<file path="config.mk">
export PLATFORM = sky130hd
export DESIGN_NAME = ncc_search_ctrl
export DESIGN_NICKNAME = d
export VERILOG_FILES = /design/src/rtl/ncc_search_ctrl.sv
export SDC_FILE = /design/constraint.sdc
export NUM_CORES = 1
export LEC_CHECK = 0
export CORE_ASPECT_RATIO = 1.4
export CORE_MARGIN = 4
export CORE_UTILIZATION = 48
export DETAILED_ROUTE_END_ITERATION = 6
export HOLD_SLACK_MARGIN = 0.02
export PLACE_DENSITY = 0.88
export SLEW_MARGIN = 20
export SYNTH_ARGS = -nofsm -noshare
export SYNTH_HDL_FRONTEND = slang
export SYNTH_SLANG_ARGS = --single-unit
</file>
<file path="constraint.sdc">
create_clock -name clk -period 3.65 [get_ports clk]
set_clock_uncertainty 0.2 [all_clocks]
set_input_delay 0.73 -clock clk [delete_from_list [all_inputs] [get_ports clk]]
set_output_delay 0.73 -clock clk [all_outputs]
set_load 0.01 [all_outputs]
</file>
<file path="src/rtl/ncc_search_ctrl.sv">
// ncc_search_ctrl: loads one descriptor into ncc, then scores each candidate window in turn and keeps the best.
// Every handshake wait is bounded by TIMEOUT cycles; expiry parks the block in ERR until the next start.
module ncc_search_ctrl #(
    parameter int DESC_WORDS  = 64,
    parameter int NUM_WINDOWS = 289,
    parameter int IDX_W       = 9,
    parameter int SCORE_W     = 32,
    parameter int TIMEOUT     = 255
) (
    input  logic               clk,
    input  logic               rst,
    input  logic               start,
    input  logic               abort,
    output logic               busy,
    output logic               done,
    output logic               error,
    output logic [5:0]         desc_rd_addr,
    input  logic [31:0]        desc_rd_data,
    output logic               desc_data_ready,
    output logic [31:0]        desc_in,
    input  logic               done_with_desc_data,
    output logic               win_req,
    output logic [IDX_W-1:0]   win_idx,
    input  logic               win_valid,
    output logic               window_data_ready,
    input  logic               done_with_window_data,
    input  logic [SCORE_W-1:0] ncc_score,
    output logic [SCORE_W-1:0] best_score,
    output logic [IDX_W-1:0]   best_idx
);
    localparam int CNT_W = $clog2(TIMEOUT + 1);
    localparam logic [5:0] LAST_ADDR = 6'(DESC_WORDS - 1);
    localparam logic [IDX_W-1:0] LAST_WIN = IDX_W'(NUM_WINDOWS - 1);

    typedef enum logic [2:0] {
        IDLE      = 3'd0,
        DESC_LOAD = 3'd1,
        DESC_WAIT = 3'd2,
        WIN_FETCH = 3'd3,
        WIN_FIRE  = 3'd4,
        WIN_WAIT  = 3'd5,
        DONE      = 3'd6,
        ERR       = 3'd7
    } state_t;

    state_t state, state_n;
    logic [CNT_W-1:0] cnt;
    logic expired, launch, take;

    // A handshake landing on the expiry cycle is taken ahead of the timeout.
    always_comb begin
        busy = state != IDLE && state != ERR;
        expired = cnt == CNT_W'(TIMEOUT - 1);
        state_n = state;
        case (state)
            IDLE, ERR: state_n = start && !abort ? DESC_LOAD : state;
            DESC_LOAD: state_n = desc_rd_addr == LAST_ADDR ? DESC_WAIT : DESC_LOAD;
            DESC_WAIT: state_n = done_with_desc_data ? WIN_FETCH : expired ? ERR : DESC_WAIT;
            WIN_FETCH: state_n = win_valid ? WIN_FIRE : expired ? ERR : WIN_FETCH;
            WIN_FIRE:  state_n = WIN_WAIT;
            WIN_WAIT:  state_n = done_with_window_data ? (win_idx == LAST_WIN ? DONE : WIN_FETCH) :
                                 expired ? ERR : WIN_WAIT;
            DONE:      state_n = IDLE;
            default:   state_n = IDLE;
        endcase
        if (busy && abort) state_n = IDLE;
        launch = !busy && state_n == DESC_LOAD;
        take = state == WIN_WAIT && done_with_window_data && !abort;
    end

    assign done = state == DONE;
    assign error = state == ERR;
    assign win_req = state == WIN_FETCH;
    assign window_data_ready = state == WIN_FIRE;
    assign desc_in = desc_data_ready ? desc_rd_data : '0;

    // desc_data_ready trails the address by the RAM's one-cycle read latency.
    always_ff @(posedge clk) begin
        if (rst) begin
            state <= IDLE;
            cnt <= '0;
            desc_rd_addr <= '0;
            desc_data_ready <= 1'b0;
            win_idx <= '0;
            best_score <= '0;
            best_idx <= '0;
        end else begin
            state <= state_n;
            cnt <= state_n == state ? cnt + 1'b1 : '0;
            desc_data_ready <= state == DESC_LOAD && !abort;
            if (launch) begin
                desc_rd_addr <= '0;
                win_idx <= '0;
                best_score <= '0;
                best_idx <= '0;
            end
            if (state == DESC_LOAD && !abort && desc_rd_addr != LAST_ADDR) desc_rd_addr <= desc_rd_addr + 1'b1;
            if (take && ncc_score > best_score) begin
                best_score <= ncc_score;
                best_idx <= win_idx;
            end
            if (take && win_idx != LAST_WIN) win_idx <= win_idx + 1'b1;
        end
    end
endmodule
</file>
==> results of run 1 <==
-- sequential cells by signal, indices dropped and copies added, names as in the netlist --
register / flops
desc_rd_addr: 6
best_score: 32
best_idx: 9
cnt: 8
desc_data_ready: 1
win_idx: 9
state: 3
-- worst min-delay path by stage --
stage / startpoint / slack [ps] / endpoint
floorplan: cnt[0] / 250 / cnt[0]
global placement: best_idx[6] / 250 / best_idx[6]
detailed placement: best_idx[3] / 260 / best_idx[3]
CTS: best_idx[3] / 270 / best_idx[3]
global route: best_score[6] / 290 / best_score[6]
finish: best_idx[3] / 260 / best_idx[3]
-- cells in the final DEF, fill, tap and decap left out, drive strengths merged, types with 2 or more instances in the layout --
cell	synthesis	final
ha	37	37
o21a	3	3
buf	9	6
nand2	100	100
a211oi	5	5
or4b	2	2
nor2	25	25
nand3	8	8
clkbuf	15	11
nor4	2	2
inv	42	42
xor2	10	10
nand4	14	14
and2	33	33
nor2b	5	5
dfxtp	68	68
xnor2	2	2
a41oi	4	4
clkinv	0	4
o21ai	10	10
and3	7	7
a21o	3	3
o211a	3	3
and4	8	8
a21oi	24	24
a31oi	3	3
nand4bb	2	2
mux2i	43	43
nor3	9	9
o211ai	4	4
clkdlybuf4s50	0	164
-- worst max-delay path, delay by kind of cell --
family          cells  cell delay (ps)
compound gates      2              410
fa+ha+maj           1              350
simple gates        3              790
buf+inv             2              640
mux                 1              200
-- cell families after synthesis --
kind of cell             Yosys count  share of synthesized area
buffers and inverters             66                     0.0665
AO/OA/AOI/OAI                     72                      0.123
AND/OR/NAND/NOR                  219                      0.260
multiplexers                      43                      0.100
flip-flops                        68                      0.317
adder cells (fa/ha/maj)           37                      0.108
XOR/XNOR                          12                     0.0245
-- per-layer routing --
| layer | vias to the layer above | global-route usage |
|---|---|---|
| li1 | 2102 | - |
| met2 | 185 | 0.481 |
| met1 | 2033 | 0.252 |
| met3 | 42 | 0.0783 |
| met4 | 0 | 0.118 |
| met5 | - | 0 |
-- report_power, final --
group	leakage, nW	internal, mW	total (mW)	switching [mW]
clock network	0.155	0.560	0.870	0.310
logic	1.60	0.124	0.236	0.112
registers	0.548	0.749	0.762	0.0129
-- area by class of cell --
type	instances	area (um^2)
clock buffer	11	253
clock inverter	5	50.0
fill	631	2340
inverter	42	158
multi-input combinational	383	2650
sequential	68	1360
tap	105	131
timing repair buffer	170	1710
-- per-stage QoR --
stage	cells	hold WS, ps
after floorplan	517	253
after global placement	768	247
after detailed placement	768	261
after CTS	784	268
after global routing	784	293
final	784	263
==> flow_summary.json, run 1 <==
{
  "post_synth_most_frequent_cells": "98 x nand2_1, 68 x dfxtp_1, 43 x mux2i_1",
  "clock.fmax_ghz": 0.325,
  "placedInstanceArea_um2": 6010,
  "die_y_um": 120,
  "crit_path_cell_trace": "clkdlybuf4s50_1 > ha_1 > nand4_1 > nor4_1 > nand3_1 > o211a_1 > a41o_2 > buf_12 > mux2i_1",
  "post_route_minimum_period_ps": 3070,
  "r2r_start": "best_score[31]",
  "detail_route.iter0.violations": 195,
  "power_density_nw_per_um2": 296,
  "tightestPinTransition_ps": 686,
  "antenna_cell_count": 0,
  "worstPathMaxFanout": 19,
  "final_area_um2": 6310,
  "drt_pre_antenna_iters": 4,
  "grt_start_max_net_pins": 42,
  "synth.yosys.seq_area_share": 0.317,
  "synth_area_leaders": "dfxtp_1 32%, ha_1 11%, mux2i_1 10%",
  "routed-wl-met2_mm": 7.19,
  "critPathSlowestCell": "clkdlybuf4s50_1",
  "cts_inserted_buffers": 9,
  "synth_enable_flop_cells": 0,
  "number_of_antenna_violations_at_the_first_check_in_global_routing": 0,
  "dp_hpwl_mm": 10.5,
  "global_route.overflow_total": 0,
  "worst_setup_path_startpoint": "ncc_score[31]",
  "worstSetupPathType": "input port to register",
  "rsz_0062_raised_after_global_routing": "no",
  "worst_min_delay_path_class": "register to register",
  "drc": 0,
  "worst_setup_path_end_kind": "register",
  "mappedNetlistNets": 625,
  "first_global_vias": 4484,
  "cts_clk_pin_slew_worst_paths_ps": 50,
  "initial_core_util": 0.495,
  "design.portCount": 165,
  "cp.required_ps": 3690,
  "globalRouteTotalUtil": 0.258,
  "clock_tree_from_tritoncts": "built",
  "netlist_area_um2": 4290,
  "cts-hold-fix-buffers": 0,
  "placement.io_buffers": 164,
  "fp.dieW_um": 87.9,
  "type_of_element_launching_the_critical_path": "input port",
  "max-slew-margin-rel": 0.542,
  "tns_ps": 0,
  "number_of_violations_of_the_max_capacitance_limit": 0,
  "routed_wire_length_per_instance_um": 17.1,
  "internal_reg_to_reg_setup_slack_ps": 1070,
  "clock_latency_ps": 330,
  "worstSetupEndpoint": "best_score[22]",
  "core_um2": 8660,
  "clock-root-buffer": "clkbuf_16",
  "synth_cell_type_count": 58,
  "postSynth.topFlopCell": "dfxtp_1",
  "setup_viol": 0,
  "postCtsResizedCells": 0,
  "p_total_mw": 1.87,
  "r2r_cell_count": 9,
  "yosysTopAreaCellShare": 0.317,
  "grt_pass1_wl_mm": 21.5,
  "areaGrowthSynthToFinish_pct": 47.2,
  "num_vias": 4362,
  "critical_path.max_stage_delay_ps": 460,
  "final_replace_weighted_congestion": 0.954,
  "row_count": 40,
  "finalWirelength_mm": 13.4,
  "post-place-ws_ps": 295,
  "timing.final.ws_setup_ps": 575,
  "run_status": "finished clean",
  "synth_most_common_cell": "nand2_1",
  "die_area_um2": 10500,
  "r2r-end": "best_score[22]",
  "netlist_instances": 517,
  "final_min_period_over_clock_period": 0.842,
  "route.met3.wl_mm": 1.25,
  "irDropWorstVdd_uv": 231,
  "fin_util": 0.729,
  "average_via_count_per_standard_cell": 5.56,
  "proportion_of_layout_cells_with_a_drive_suffix_above_1": 0.0530,
  "final_hold_viol_count": 0,
  "highest-signal-layer": "met4",
  "p_leak_nw": 2.30,
  "m1WireLength_mm": 4.47,
  "postSynth.asyncResetShare": 0,
  "arrival_time_reported_for_the_critical_path_endpoint_ps": 3120,
  "cts.path.max_buffers": 2,
  "final_max_slew_viols": 0,
  "htree_num_levels": 3,
  "ant_nets": 0,
  "post_cts_buffers": 0,
  "synth_seq_cells": 68,
  "cts_num_sinks": 68,
  "yosys_warnings": 0,
  "synth.avg_cell_area_um2": 8.30,
  "hold_path_depth": 2,
  "finish.net_count": 782,
  "synth.largest_area_cell": "dfxtp_1"
}
Power figures use the tool's default switching activity.
==> inputs of run 2 (changes only) <==
CORE_UTILIZATION = 40   (was 48)
PLACE_DENSITY = 0.78   (was 0.88)
clock period = 2.8 ns   (was 3.65 ns; I/O delays follow)
==> run 2 against run 1 <==
  * Worst setup slack got worse by 470 ps
  * Utilization fell by 10 points
  * Die area rose by 18%
  * Register-to-register slack got worse by 800 ps
  * Clock power rose by 38%
  * Critical path type unchanged
  * Cell area rose by 3.6%
  * Highest routed layer unchanged
  * Sequential cell count did not move
  * Critical path depth did not move
  * Hold slack got worse by 4.6 ps
  * Largest cell class unchanged
  * Routed wire length fell by 0.66%
  * Sequential share of layout area fell by 0.70 points
  * Total power rose by 35%
==> flow_summary.json, run 2 (synthesized netlist as in run 1, its figures left out) <==
{
  "detail_route.iter0.violations": 150,
  "top_regs": "best_score (32), best_idx (9), win_idx (9)",
  "proportion_of_layout_cells_with_a_drive_suffix_above_1": 0.0808,
  "power_density_nw_per_um2": 384,
  "crit_path_cell_trace": "clkdlybuf4s50_1 > ha_1 > and4_1 > and4_1 > a21boi_0 > nand4b_1 > a41o_2 > buf_12 > mux2i_1",
  "fin_util": 0.628,
  "mostFrequentLayoutCells": "160 x clkdlybuf4s50_1, 98 x nand2_1, 66 x dfxtp_1, 43 x mux2i_1, 42 x inv_1",
  "core_um2": 10400,
  "irDropWorstVdd_uv": 331,
  "fp.dieW_um": 95.5,
  "placement.io_buffers": 164,
  "final_max_slew_viols": 0,
  "placed_cell_count": 813,
  "combPwrFrac": 0.129,
  "cp.required_ps": 2850,
  "drc": 0,
  "routed_wire_length_per_instance_um": 16.0,
  "first_global_vias": 4426,
  "finish.net_count": 796,
  "post_route_minimum_period_ps": 2690,
  "dp_hpwl_mm": 10.4,
  "power.share.sequential": 0.395,
  "switchingPower_mw": 0.589,
  "die_area_um2": 12500,
  "row_count": 44,
  "critPathSlowestCell": "clkdlybuf4s50_1",
  "type_of_element_launching_the_critical_path": "input port",
  "final-instance-count-excl-fill": 831,
  "cts_num_sinks": 68,
  "grt_start_max_net_pins": 34,
  "setup_viol": 0,
  "internal_reg_to_reg_setup_slack_ps": 270,
  "antenna_cell_count": 0,
  "worstHoldStart": "best_idx[1]",
  "design.portCount": 165,
  "max-slew-margin-rel": 0.652,
  "worst_min_delay_path_class": "register to register",
  "r2r-end": "win_idx[6]",
  "r2r_cell_count": 7,
  "die_y_um": 131,
  "critical_path.max_stage_delay_ps": 450,
  "finalWirelength_mm": 13.3,
  "number_of_violations_of_the_max_capacitance_limit": 0,
  "cts_inserted_buffers": 9,
  "rsz_0062_raised_after_global_routing": "no",
  "areaGrowthSynthToFinish_pct": 52.5,
  "average_via_count_per_standard_cell": 5.30,
  "p_int_mw": 1.92,
  "global_route.overflow_total": 0,
  "clock_power_share": 0.476,
  "max_flop_register": "best_score",
  "clock.fmax_ghz": 0.371,
  "run_status": "finished clean",
  "clock-root-buffer": "clkbuf_16",
  "cts_clk_pin_slew_worst_paths_ps": 60,
  "worst_setup_path_end_kind": "register",
  "layout_commonest_cell": "clkdlybuf4s50_1",
  "initial_core_util": 0.412,
  "final_replace_weighted_congestion": 0.963,
  "arrival_time_reported_for_the_critical_path_endpoint_ps": 2750,
  "r2r_start": "desc_rd_addr[0]",
  "drt_pre_antenna_iters": 4,
  "tightestPinTransition_ps": 518,
  "ant_nets": 0,
  "worst_setup_path_startpoint": "ncc_score[5]",
  "cts.path.max_buffers": 2,
  "p_leak_nw": 2.43,
  "number_of_antenna_violations_at_the_first_check_in_global_routing": 0,
  "path_common_cell": "and4_1",
  "swShare": 0.235,
  "worstPathMaxFanout": 22,
  "worstSetupEndpoint": "best_score[13]",
  "worstSetupPathType": "input port to register",
  "num_vias": 4401,
  "final_min_period_over_clock_period": 0.962,
  "final_hold_viol_count": 0,
  "cts-hold-fix-buffers": 0,
  "grt_pass1_wl_mm": 20.5,
  "htree_num_levels": 3,
  "clock_tree_from_tritoncts": "built",
  "largest_register_ffs": 32,
  "globalRouteTotalUtil": 0.211,
  "clock_latency_ps": 330
}
run 2: changes by cell type in the layout (fill, tap and decap cells not counted), sizes merged:
| cell | before | now |
|---|---|---|
| bufinv | 1 | 2 |
| buf | 6 | 20 |
| clkinvlp | 0 | 1 |
| clkdlybuf4s50 | 164 | 160 |
| dlymetal6s2s | 0 | 4 |
| clkbuf | 11 | 9 |
run 2: worst min path at each step:
stage          depth (start not counted)     endpoint  slack [ps]
5_1_grt                                2  best_idx[1]         290
2_1_floorplan                          1       cnt[0]         250
6_report                               2  best_idx[1]         260
4_1_cts                                2  best_idx[1]         260
3_5_place_dp                           2  best_idx[1]         260
3_3_place_gp                           2  best_idx[3]         250
run 2: timing repair:
action                     CTS  global route
buffers inserted             0             2
setup endpoints to repair   41            44
pin swaps                    0             8
resized for setup            1            10
run 2: power groups by stage:
| stage | Clock (mW) | Sequential, mW | Combinational [mW] |
|---|---|---|---|
| 2_1_floorplan | 0 | 1.01 | 0.144 |
| 6_report | 1.20 | 0.992 | 0.324 |
| 3_3_place_gp | 0 | 1.01 | 0.307 |
| 4_1_cts | 1.22 | 0.991 | 0.319 |
| 5_1_grt | 1.27 | 0.993 | 0.356 |
| 3_5_place_dp | 0 | 1.01 | 0.316 |
run 2: worst max-delay path: cells and delay by family:
family                     cells  cell delay, ps
buffers and inverters          2             660
and+or+nand+nor                3             570
AOI/OAI and AO/OA              2             410
adders and majority gates      1             320
muxes                          1             220
run 2: final cells by class:
cell class | count | area (um^2)
flip-flops and latches | 68 | 1360
repair buffers | 184 | 1830
clock inverters | 7 | 91.3
fillers | 868 | 3870
well taps | 138 | 173
multi-input cells | 383 | 2700
clock buffers | 9 | 225
inverters | 42 | 158
run 2: metrics by stage:
step	cell area, um^2	total power, mW	setup TNS, ps	setup WS [ps]	hold slack [ps]
2_1_floorplan	4290	1.15	0	315	253
3_5_place_dp	6140	1.33	-15830	-406	255
6_report	6540	2.51	0	107	258
4_1_cts	6460	2.53	0	8.89	263
3_3_place_gp	6140	1.32	-15990	-395	246
5_1_grt	6540	2.62	0	16.1	293
run 2: metal layers:
layer  routed length (um)  track usage  vias up
met5                    0            0        -
met4                  405       0.0972        0
met3                 1120       0.0521       30
met2                 7060        0.400      177
met1                 4730        0.213     2059
li1                     -            -     2135
==> inputs of run 3 (changes only) <==
CORE_UTILIZATION = 45   (was 40)
PLACE_DENSITY = 0.83   (was 0.78)
clock period = 2.6 ns   (was 2.8 ns; I/O delays follow)
==> run 3 against run 2 <==
  * Clock power barely moved
  * Total power up 4.7%
  * Cell area is 3.5% higher
  * Critical path depth grew 1
  * Final cell count down 1.9%
  * Global-route usage increased by 2.7 points
  * Sequential power rose by 7%
  * Sequential cell count unchanged
  * Highest routed layer unchanged
  * Largest power group unchanged
  * Critical endpoint is now best_score[26]
  * Register-to-register slack got worse by 180 ps
==> flow_summary.json, run 3 (synthesized netlist as in run 1, its figures left out) <==
{
  "cts.path.max_buffers": 2,
  "cts_inserted_buffers": 9,
  "first_global_vias": 4544,
  "areaGrowthSynthToFinish_pct": 57.8,
  "placement.io_buffers": 164,
  "clock.fmax_ghz": 0.388,
  "num_vias": 4491,
  "layout_commonest_cell": "clkdlybuf4s50_1",
  "placedInstanceArea_um2": 6220,
  "final_max_slew_viols": 0,
  "finalWirelength_mm": 14.1,
  "number_of_violations_of_the_max_capacitance_limit": 0,
  "core_um2": 9180,
  "irDropWorstVdd_uv": 440,
  "die_area_um2": 11200,
  "worst_setup_path_end_kind": "register",
  "power_density_nw_per_um2": 389,
  "finish.net_count": 813,
  "cts-hold-fix-buffers": 0,
  "initial_core_util": 0.467,
  "worst_min_delay_path_class": "register to register",
  "average_via_count_per_standard_cell": 5.51,
  "antenna_cell_count": 0,
  "p_leak_nw": 2.66,
  "clock-root-buffer": "clkbuf_16",
  "path_common_cell": "nand2_1",
  "htree_num_levels": 3,
  "worst_setup_path_startpoint": "ncc_score[11]",
  "cts_clk_pin_slew_worst_paths_ps": 50,
  "critPathSlowestCell": "clkdlybuf4s50_1",
  "worstHoldStart": "best_idx[6]",
  "grt_start_max_net_pins": 42,
  "max_flop_register": "best_score",
  "global_route.overflow_total": 0,
  "top_regs": "best_score (32), best_idx (9), win_idx (9)",
  "type_of_element_launching_the_critical_path": "input port",
  "row_count": 41,
  "ant_nets": 0,
  "crit_path_cell_trace": "clkdlybuf4s50_1 > ha_1 > buf_4 > nand2_1 > o21ai_0 > nand2_1 > nand4b_1 > a41o_4 > clkbuf_16 > mux2i_1",
  "post_route_minimum_period_ps": 2580,
  "final_area_um2": 6770,
  "worstPathMaxFanout": 7,
  "die_y_um": 124,
  "timing.final.ws_setup_ps": 22.8,
  "final_replace_weighted_congestion": 0.893,
  "globalRouteTotalUtil": 0.238,
  "largest_register_ffs": 32,
  "max-slew-margin-rel": 0.669,
  "proportion_of_layout_cells_with_a_drive_suffix_above_1": 0.114,
  "routed_wire_length_per_instance_um": 17.3,
  "run_status": "finished clean",
  "number_of_antenna_violations_at_the_first_check_in_global_routing": 0,
  "drt_pre_antenna_iters": 4,
  "clock_latency_ps": 320,
  "cp.required_ps": 2650,
  "final_min_period_over_clock_period": 0.991,
  "drc": 0,
  "fp.dieW_um": 90.5,
  "cts_num_sinks": 68,
  "dp_hpwl_mm": 10.7,
  "final_hold_viol_count": 0,
  "r2r_start": "best_score[15]",
  "worstSetupPathType": "input port to register",
  "tightestPinTransition_ps": 483,
  "fillers": 656,
  "critical_path.max_stage_delay_ps": 450,
  "fin_util": 0.737,
  "post-place-ws_ps": -464,
  "setup_viol": 0,
  "arrival_time_reported_for_the_critical_path_endpoint_ps": 2620,
  "detail_route.iter0.violations": 209,
  "clock_tree_from_tritoncts": "built",
  "grt_pass1_wl_mm": 21.3,
  "mostFrequentLayoutCells": "137 x clkdlybuf4s50_1, 98 x nand2_1, 65 x dfxtp_1, 42 x inv_1, 42 x mux2i_1",
  "design.portCount": 165
}
run 3: power by group:
group / internal, mW / switching (mW)
clock: 0.782 / 0.416
combinational: 0.193 / 0.177
sequential: 1.05 / 0.0115
total: 2.03 / 0.604
run 3: routing by layer:
| layer | GRT usage | wire length, um | vias up |
|---|---|---|---|
| li1 | - | - | 2161 |
| met1 | 0.236 | 5190 | 2107 |
| met2 | 0.460 | 7600 | 178 |
| met3 | 0.0542 | 758 | 45 |
| met4 | 0.122 | 522 | 0 |
| met5 | 0 | 0 | - |
run 3: worst paths after layout:
| path | end | slack (ps) | depth (start not counted) |
|---|---|---|---|
| min reg2reg | best_idx[6] | 260 | 2 |
| min | best_idx[6] | 260 | 2 |
| max reg2reg | best_score[26] | 90 | 9 |
| max | best_score[26] | 20 | 10 |
run 3: through the flow:
step                      cells  setup TNS, ps  power [mW]  hold WS, ps
after CTS                   811           -116        2.63          270
after floorplan             517              0        1.24          253
final                       815              0        2.63          261
after detailed placement    796         -18530        1.44          262
after global routing        815           -157        2.72          286
after global placement      796         -17300        1.43          246
run 3: layout make-up:
class | count | area [um^2] | share of cell area
repair buffers | 201 | 2030 | 0.300
clock buffers | 12 | 256 | 0.0379
multi-input cells | 383 | 2790 | 0.412
inverters | 42 | 158 | 0.0233
clock inverters | 2 | 35.0 | 0.00518
well taps | 107 | 134 | 0.0198
flip-flops and latches | 68 | 1370 | 0.202
run 3: critical path, delay by kind of cell:
kind	cells	cell delay, ps
adder cells (fa/ha/maj)	1	370
AND/OR/NAND/NOR	3	260
buffers and inverters	3	770
multiplexers	1	200
AO/OA/AOI/OAI	2	490
run 3: repair_timing:
action / CTS / global route
pin swaps: 1 / 22
setup buffers: 1 / 2
gates cloned: 0 / 2
hold endpoints to repair: 0 / 0
resized for setup: 15 / 34
endpoints found under the setup margin: 42 / 47
